### src/rtl/sbus_mem_arbiter.sv
// sbus_mem_arbiter
//   SimpleBus memory front-end. N_MASTERS requesters share one single-ported,
//   registered memory port (read data appears the cycle after mem_ren). One
//   transaction is in flight at a time. Every transaction responds exactly
//   LATENCY cycles after it is accepted.
//
// Ports
//   clk          clock, all logic on posedge
//   rst          synchronous reset, active-low
//   m_reqValid   per-master request valid
//   m_reqReady   per-master accept, one-hot or zero, combinational in IDLE
//   m_addr       per-master byte address, master i in slice i
//   m_wen        per-master write enable (1 = write, 0 = read)
//   m_wdata      per-master write data
//   m_wmask      per-master byte enables
//   m_respValid  one-cycle response pulse to the owning master
//   m_rdata      read data, nonzero only in the owner's slice
//   mem_ren      memory read strobe
//   mem_wen      memory write strobe
//   mem_addr     memory address
//   mem_wdata    memory write data
//   mem_wmask    memory byte enables
//   mem_rdata    memory read data, valid the cycle after mem_ren
//   busy         transaction in flight
//   grant_id     index of the current or last owner
module sbus_mem_arbiter #(
  parameter int N_MASTERS = 2,
  parameter int AW        = 32,
  parameter int DW        = 32,
  parameter int LATENCY   = 3,
  parameter int PRIO_MODE = 0,
  localparam int GW       = (N_MASTERS > 1) ? $clog2(N_MASTERS) : 1
) (
  input  logic                        clk,
  input  logic                        rst,
  input  logic [N_MASTERS-1:0]        m_reqValid,
  output logic [N_MASTERS-1:0]        m_reqReady,
  input  logic [N_MASTERS*AW-1:0]     m_addr,
  input  logic [N_MASTERS-1:0]        m_wen,
  input  logic [N_MASTERS*DW-1:0]     m_wdata,
  input  logic [N_MASTERS*DW/8-1:0]   m_wmask,
  output logic [N_MASTERS-1:0]        m_respValid,
  output logic [N_MASTERS*DW-1:0]     m_rdata,
  output logic                        mem_ren,
  output logic                        mem_wen,
  output logic [AW-1:0]               mem_addr,
  output logic [DW-1:0]               mem_wdata,
  output logic [DW/8-1:0]             mem_wmask,
  input  logic [DW-1:0]               mem_rdata,
  output logic                        busy,
  output logic [GW-1:0]               grant_id
);

  localparam int BW   = DW / 8;
  localparam int CW   = $clog2(LATENCY + 1);
  localparam int WAIT_LOAD = (LATENCY > 2) ? (LATENCY - 3) : 0;

  generate
    if (LATENCY < 2 || N_MASTERS < 1) begin : g_bad_params
      $fatal(1, "sbus_mem_arbiter: LATENCY must be >= 2 and N_MASTERS >= 1");
    end
  endgenerate

  typedef enum logic [1:0] {S_IDLE, S_ACCESS, S_WAIT, S_RESP} state_t;

  state_t          r_state, w_next;
  logic [GW-1:0]   r_ptr, r_gid, w_gnt;
  logic            w_any, w_accept;
  logic [CW-1:0]   r_cnt;
  logic [AW-1:0]   r_addr;
  logic            r_wen;
  logic [DW-1:0]   r_wdata;
  logic [BW-1:0]   r_wmask;
  logic [DW-1:0]   r_rdata_q;
  logic            r_cap;
  logic [DW-1:0]   w_rdata;

  // Candidate order: fixed priority scans 0..N-1, round-robin scans from ptr+1.
  function automatic int pick_idx(input int k, input logic [GW-1:0] ptr);
    if (PRIO_MODE == 1) return k;
    return (int'(ptr) + 1 + k) % N_MASTERS;
  endfunction

  always_comb begin
    w_any = 1'b0;
    w_gnt = '0;
    for (int k = 0; k < N_MASTERS; k++) begin
      if (!w_any && m_reqValid[GW'(pick_idx(k, r_ptr))]) begin
        w_any = 1'b1;
        w_gnt = GW'(pick_idx(k, r_ptr));
      end
    end
  end

  // Gating with rst keeps reqReady low during a reset cycle so nothing is
  // reported as accepted while the edge is about to discard it.
  assign w_accept = rst && (r_state == S_IDLE) && w_any;

  always_comb begin
    m_reqReady = '0;
    if (w_accept) m_reqReady[w_gnt] = 1'b1;
  end

  always_comb begin
    w_next = r_state;
    case (r_state)
      S_IDLE:   if (w_accept) w_next = S_ACCESS;
      S_ACCESS: w_next = (LATENCY > 2) ? S_WAIT : S_RESP;
      S_WAIT:   if (r_cnt == '0) w_next = S_RESP;
      S_RESP:   w_next = S_IDLE;
      default:  w_next = S_IDLE;
    endcase
  end

  always_ff @(posedge clk) begin
    if (!rst) r_state <= S_IDLE;
    else      r_state <= w_next;
  end

  always_ff @(posedge clk) begin
    if (!rst) begin
      r_ptr     <= GW'(N_MASTERS - 1);
      r_gid     <= '0;
      r_addr    <= '0;
      r_wen     <= 1'b0;
      r_wdata   <= '0;
      r_wmask   <= '0;
      r_cnt     <= '0;
      r_cap     <= 1'b0;
      r_rdata_q <= '0;
    end else begin
      if (w_accept) begin
        r_ptr   <= w_gnt;
        r_gid   <= w_gnt;
        r_addr  <= m_addr[int'(w_gnt)*AW +: AW];
        r_wen   <= m_wen[w_gnt];
        r_wdata <= m_wdata[int'(w_gnt)*DW +: DW];
        r_wmask <= m_wmask[int'(w_gnt)*BW +: BW];
      end
      if (r_state == S_ACCESS)
        r_cnt <= CW'(WAIT_LOAD);
      else if (r_state == S_WAIT && r_cnt != '0)
        r_cnt <= r_cnt - CW'(1);
      // Registered memory: data for the ACCESS-cycle strobe is on mem_rdata
      // during the following cycle, so capture at the end of that cycle.
      r_cap <= (r_state == S_ACCESS) && !r_wen;
      if (r_cap) r_rdata_q <= mem_rdata;
    end
  end

  // With LATENCY==2 the response cycle is the capture cycle itself, so the
  // memory output is forwarded directly instead of the captured copy.
  assign w_rdata = (LATENCY == 2) ? mem_rdata : r_rdata_q;

  always_comb begin
    m_respValid = '0;
    m_rdata     = '0;
    if (r_state == S_RESP) begin
      m_respValid[r_gid] = 1'b1;
      if (!r_wen) m_rdata[int'(r_gid)*DW +: DW] = w_rdata;
    end
  end

  assign mem_ren   = (r_state == S_ACCESS) && !r_wen;
  assign mem_wen   = (r_state == S_ACCESS) && r_wen;
  assign mem_addr  = r_addr;
  assign mem_wdata = r_wdata;
  assign mem_wmask = r_wmask;
  assign busy      = (r_state != S_IDLE);
  assign grant_id  = r_gid;

endmodule
### config.mk
export PLATFORM = sky130hd
export DESIGN_NAME = sbus_mem_arbiter
export DESIGN_NICKNAME = d
export VERILOG_FILES = /design/src/rtl/sbus_mem_arbiter.sv
export SDC_FILE = /design/constraint.sdc
export NUM_CORES = 1
export LEC_CHECK = 0
export BUFFER_PORTS_ARGS = -buffer_cell sky130_fd_sc_hd__buf_2
export CAP_MARGIN = 20
export CORE_AREA = 2 2 124 126
export DETAILED_ROUTE_END_ITERATION = 12
export DIE_AREA = 0 0 126 128
export PLACE_DENSITY = 0.64
export REMOVE_ABC_BUFFERS = 1
export SLEW_MARGIN = 20
export SYNTH_ARGS = -nofsm -noshare
export SYNTH_HDL_FRONTEND = slang
export SYNTH_SLANG_ARGS = --single-unit
### constraint.sdc
create_clock -name clk -period 1.6 [get_ports clk]
set_input_delay 0 -clock clk [delete_from_list [all_inputs] [get_ports clk]]
set_output_delay 0 -clock clk [all_outputs]
set_load 0.1 [all_outputs]
Word level (Yosys, flattened, before mapping). Index checks and enable logic that the tools add are counted.

Register bits: 108. Bits of input ports: 174. Word-level logic and storage cells: 69.

Add/subtract/negate cells: 4. $lt $le $gt $ge: 6. Equality and inequality tests: 5. Shift-type cells: 5. Multiplexer cells: 21. Bitwise gates (word level): 2. Reduce and logical (&&, ||, !) cells: 16.

Operators with widths (count): $mux 64 (2); $shiftx 64x7->32 (2); $and 64x64->64 (1); $shift 32x33->64 const A (1); $shiftx 32x33->64 (1); $neg 6->33 (1); $mux 1 (12); $logic_and 1x1->1 (8); $mux 2 (4); $pmux 2 s4 (1); $shiftx 8x4->4 (1); $lt 1x3->1 const B (2); $eq 2x2->1 const B (2); $logic_not 2->1 (2); $lt 1x2->1 const B (2); $ne 2x2->1 const B (2); $reduce_bool 2->1 (2); $add 1x1->1 const B (2); $demux 1 s1 (2); $eq 2x1->1 const B (1); $ge 1x1->1 const B (2); $logic_not 1->1 (2); $reduce_and 2->1 (1); $reduce_or 2->1 (1); 2 further kinds (2).

Longest topological paths before layout.
Depth in word-level cells: 13. Mapped depth: 8. Depth with buffers taken out: 5.

Least setup slack after synthesis. OpenSTA, ideal clock, no wires.

Path type: register -> register. Start point: reg r_state[0]. End point: reg r_ptr. Setup time: 0.192 ns. Arrival: 2.372 ns. Required time: 1.408 ns. Slack: -0.964 ns. Cell stages (with the launch flop): 7. Buffers on the path: 1. Clock period less this slack: 2.564 ns. Path through: dfxtp_1 -> inv_1 -> ha_1 -> clkbuf_2 -> nand3_2 -> nor2_1 -> o21ai_0.

Cells in the longest elaborated chain, start to end: 3.

RTL lines: start: declaration (RTL line 66) `state_t r_state, w_next;`; start signal: assignment (RTL line 117) `else r_state <= w_next;`; $logic_not 2->1 (RTL line 97) `assign w_accept = rst && (r_state == S_IDLE) && w_any;`; $logic_and 1x1->1 (2 in a row) (RTL line 97); end signal: assignment (RTL line 122) `r_ptr <= GW'(N_MASTERS - 1);`; end signal: assignment (RTL line 133) `r_ptr <= w_gnt;`; end: declaration (RTL line 67) `logic [GW-1:0] r_ptr, r_gid, w_gnt;`.

Every way passes these cells. A chain may end at the register's enable or synchronous reset.

Worst setup path after layout.
Start point: reg r_state[0]. End point: out m_rdata[57].

Cells in the longest elaborated chain, start to end: 2.

RTL lines: $eq 2x2->1 (RTL line 158) `if (r_state == S_RESP) begin`; $mux 64 (RTL line 158); end: declaration (RTL line 43) `output logic [N_MASTERS*DW-1:0] m_rdata,`.

Every way passes these cells.

==> reports/results.tsv <==
metric	value	unit
ports	314	
max_clock_freq	583.7	MHz
regToRegEndpoint	mem_wdata[18]	
wirelength	20540	um
place_hpwl	11250	um
grt_antenna_before_repair	0	
clkLatencyLatePin	350	ps
yosys_most_used_dff	sky130_fd_sc_hd__dfxtp_1	
critPathCaptureType	primary output	
global_route_wire_length_before_repair	30370	um
worst_setup_path_startpoint	r_state[0]	
ys_top_cells_by_count	108 x sky130_fd_sc_hd__dfxtp_1, 102 x sky130_fd_sc_hd__mux2i_1, 71 x sky130_fd_sc_hd__nand2_1, 61 x sky130_fd_sc_hd__o21ai_0, 55 x sky130_fd_sc_hd__and2_1	
critical_path.max_fanout	8	
die_width	126	um
areaGrowthSynthToFinish	107.4	%
max_slew_headroom	0.6407	
worst_r2r_path_depth	3	
timing_max_transition_violations_final	0	
synth_enable_flop_cells	0	
multiInputGateArea	2608	sq um
die_area	16130	sq um
synthesis.area_per_instance	9.179	sq um
yosys.cell_count.top_type	sky130_fd_sc_hd__dfxtp_1	
n_antenna_cell	0	
cts_buffer_depth	2	
grt_setup_unrepaired	true	
port-buffer-count	312	
post_drt_wl_per_cell	17.24	um
hold_path.startpoint	m_wdata[63]	
top_area_cell_type_share_of_the_netlist_area	0.4521	
required	1600	ps
r2r_setup_slack	70	ps
routabilityCongestion	0.8004	
post-route-min-period	1713	ps
initial_utilization	0.3217	
hold_class	primary input to register	
setup_viol_count_final	65	
critPathSlowestCell	sky130_fd_sc_hd__dfxtp_4	
detail_route.vias_per_cell	4.730	
static-leakage-power	4.836	nW
layout_cell_share_with_drive_strength_beyond_1	0.4247	
min_period_over_period	1.071	
setup_ws	-113.3	ps
remaining_drc_errors	0	
warning_count_from_the_yosys_run	0	
synth_seq_cells	108	
detailedRoute.firstPassIterationCount	5	
detailedRoute.firstIterationViolations	218	
htree_num_levels	3	
power_density	1217	nW/um^2
layout.filler_cells	1045	
timing.hold.worst_endpoint	mem_wdata[31]	
grt.overflow.total	0	
syn_inst	521	
critPathLaunchType	register	
synth_sequential_area_ratio	0.4521	
failed_checks	setup timing	
tritoncts	built	
grt_max_degree	70	
core_region_area	14860	sq um
whs_path_depth	3	
final_net_count	1178	
synthDominantAreaCellType	sky130_fd_sc_hd__dfxtp_1	
cp_cell_sequence	ha_4, and3b_2, buf_6, and2_4, buf_12	
num_vias	5633	
max_stage_delay	370	ps
worst_clock_skew	12.16	ps
cap_viol_max_count	0	
grt_pass1_vias	5803	
worst_setup_path_class	register to primary output	
synthesis.area	4782	sq um
status	finished, violations left	
fin_hold_ws	4.585	ps
hold_viol	0	
clkTransAtPathRegs	80	ps
dieHeight	128	um
number_of_distinct_library_cells_after_synthesis	29	
pre_cts_ws	58.74	ps
track_usage	0.2376	
worstMarginPinSlew	542.6	ps
number_of_buffers_added_by_the_clock_tree_synthesis_step	9	
final-seq-area	2176	sq um
cts_num_sinks	108	
arrival	1710	ps
crit-reg2reg-launch	r_ptr	
vdd_ir_drop_max	1036	uV
ys_top_cells_by_area	sky130_fd_sc_hd__dfxtp_1 45%, sky130_fd_sc_hd__mux2i_1 21%, sky130_fd_sc_hd__and2_1 7.2%	
placementRows	45	
clk_root_buffer_cell	sky130_fd_sc_hd__clkbuf_16	
route.antenna.remaining_nets	0	
postSynth.asyncResetShare	0	
[cell type report]
cell class              count  share of cell area
repair buffers            503              0.4626
multi-input cells         369              0.2630
flip-flops and latches    108              0.2194
clock buffers              10             0.02410
well taps                 188             0.02372
clock inverters             6            0.004543
inverters                   7            0.002650
[worst max path at each step]
stage	slack [ps]	endpoint
after CTS	-100	m_rdata[2]
after floorplan	-2770	r_ptr
final	-110	m_rdata[57]
after detailed placement	60	mem_addr[11]
after global routing	-170	m_rdata[4]
after global placement	120	mem_addr[25]
[worst max-delay path, delay by kind of cell (launching register included)]
| family | cells | cell delay (ps) |
|---|---|---|
| buffers and inverters | 2 | 360 |
| AND/OR/NAND/NOR | 2 | 500 |
| flip-flops | 1 | 370 |
| adder cells (fa/ha/maj) | 1 | 140 |
[metrics by stage]
| step | area (sq um) | setup TNS (ps) | power (W) | cells | util |
|---|---|---|---|---|---|
| 5_1_grt | 9916 | -10220 | 0.01255 | 1191 | 0.6671 |
| 4_1_cts | 9803 | -4233 | 0.01194 | 1187 | 0.6595 |
| 6_report | 9916 | -5141 | 0.01207 | 1191 | 0.6671 |
| 3_3_place_gp | 7596 | 0 | 0.009185 | 998 | 0.5110 |
| 3_5_place_dp | 7596 | 0 | 0.009254 | 998 | 0.5110 |
| 2_1_floorplan | 4603 | -177570 | 0.007944 | 484 | - |
[cell usage in the layout, fill, tap and decap left out, types with 2 or more instances in the layout]
cell | Yosys | layout
sky130_fd_sc_hd__buf_2 | 16 | 243
sky130_fd_sc_hd__dlygate4sd3_1 | 0 | 170
sky130_fd_sc_hd__dfxtp_1 | 108 | 103
sky130_fd_sc_hd__mux2i_1 | 102 | 102
sky130_fd_sc_hd__buf_12 | 0 | 73
sky130_fd_sc_hd__nand2_1 | 71 | 71
sky130_fd_sc_hd__and2_4 | 0 | 64
sky130_fd_sc_hd__o21ai_0 | 61 | 58
sky130_fd_sc_hd__nor2_1 | 37 | 35
sky130_fd_sc_hd__o21ai_1 | 10 | 13
sky130_fd_sc_hd__clkbuf_16 | 0 | 12
sky130_fd_sc_hd__buf_4 | 3 | 10
sky130_fd_sc_hd__inv_1 | 7 | 7
sky130_fd_sc_hd__ha_1 | 6 | 4
sky130_fd_sc_hd__nor2b_1 | 3 | 3
sky130_fd_sc_hd__and2_1 | 55 | 3
sky130_fd_sc_hd__dfxtp_4 | 0 | 3
sky130_fd_sc_hd__ha_4 | 0 | 2
sky130_fd_sc_hd__inv_6 | 0 | 2
sky130_fd_sc_hd__buf_6 | 1 | 2
sky130_fd_sc_hd__dfxtp_2 | 0 | 2
[repair_timing]
item,CTS,global route
pin swaps,9,19
setup endpoints to repair,66,69
gates cloned,1,4
hold buffers,170,0
resized for setup,65,20
buffers inserted,2,0
hold endpoints to repair,105,0
[sequential cells by signal (all words and copies together) (netlist names), 2 cells and up]
register   count
mem_addr      32
mem_wdata     32
mem_wmask      4
r_cnt          2
r_rdata_q     32
r_state        2
[power by group]
part	internal (W)	switching, W	total (W)
Clock	0.00111	0.00106	0.00218
Combinational	0.00171	0.00460	0.00631
Sequential	0.00323	0.000349	0.00358
Total	0.00606	0.00601	0.0121
[cell families after synthesis]
logic type	after synthesis	synth area share
AO/OA/AOI/OAI	77	0.08608
XOR/XNOR	1	0.001832
adder cells (fa/ha/maj)	6	0.01570
buffers and inverters	44	0.04291
flip-flops	108	0.4521
multiplexers	102	0.2135
AND/OR/NAND/NOR	183	0.1879
[per-layer routing]
layer | share of wire | up-vias | track usage | routed length [um]
met5 | 0 | - | 0 | 0
li1 | - | 2695 | - | -
met2 | 0.50 | 316 | 0.4146 | 10210
met3 | 0.078 | 63 | 0.05760 | 1594
met4 | 0.041 | 0 | 0.1267 | 843
met1 | 0.38 | 2559 | 0.2688 | 7884
No activity file was read; power rests on OpenSTA's default activity.
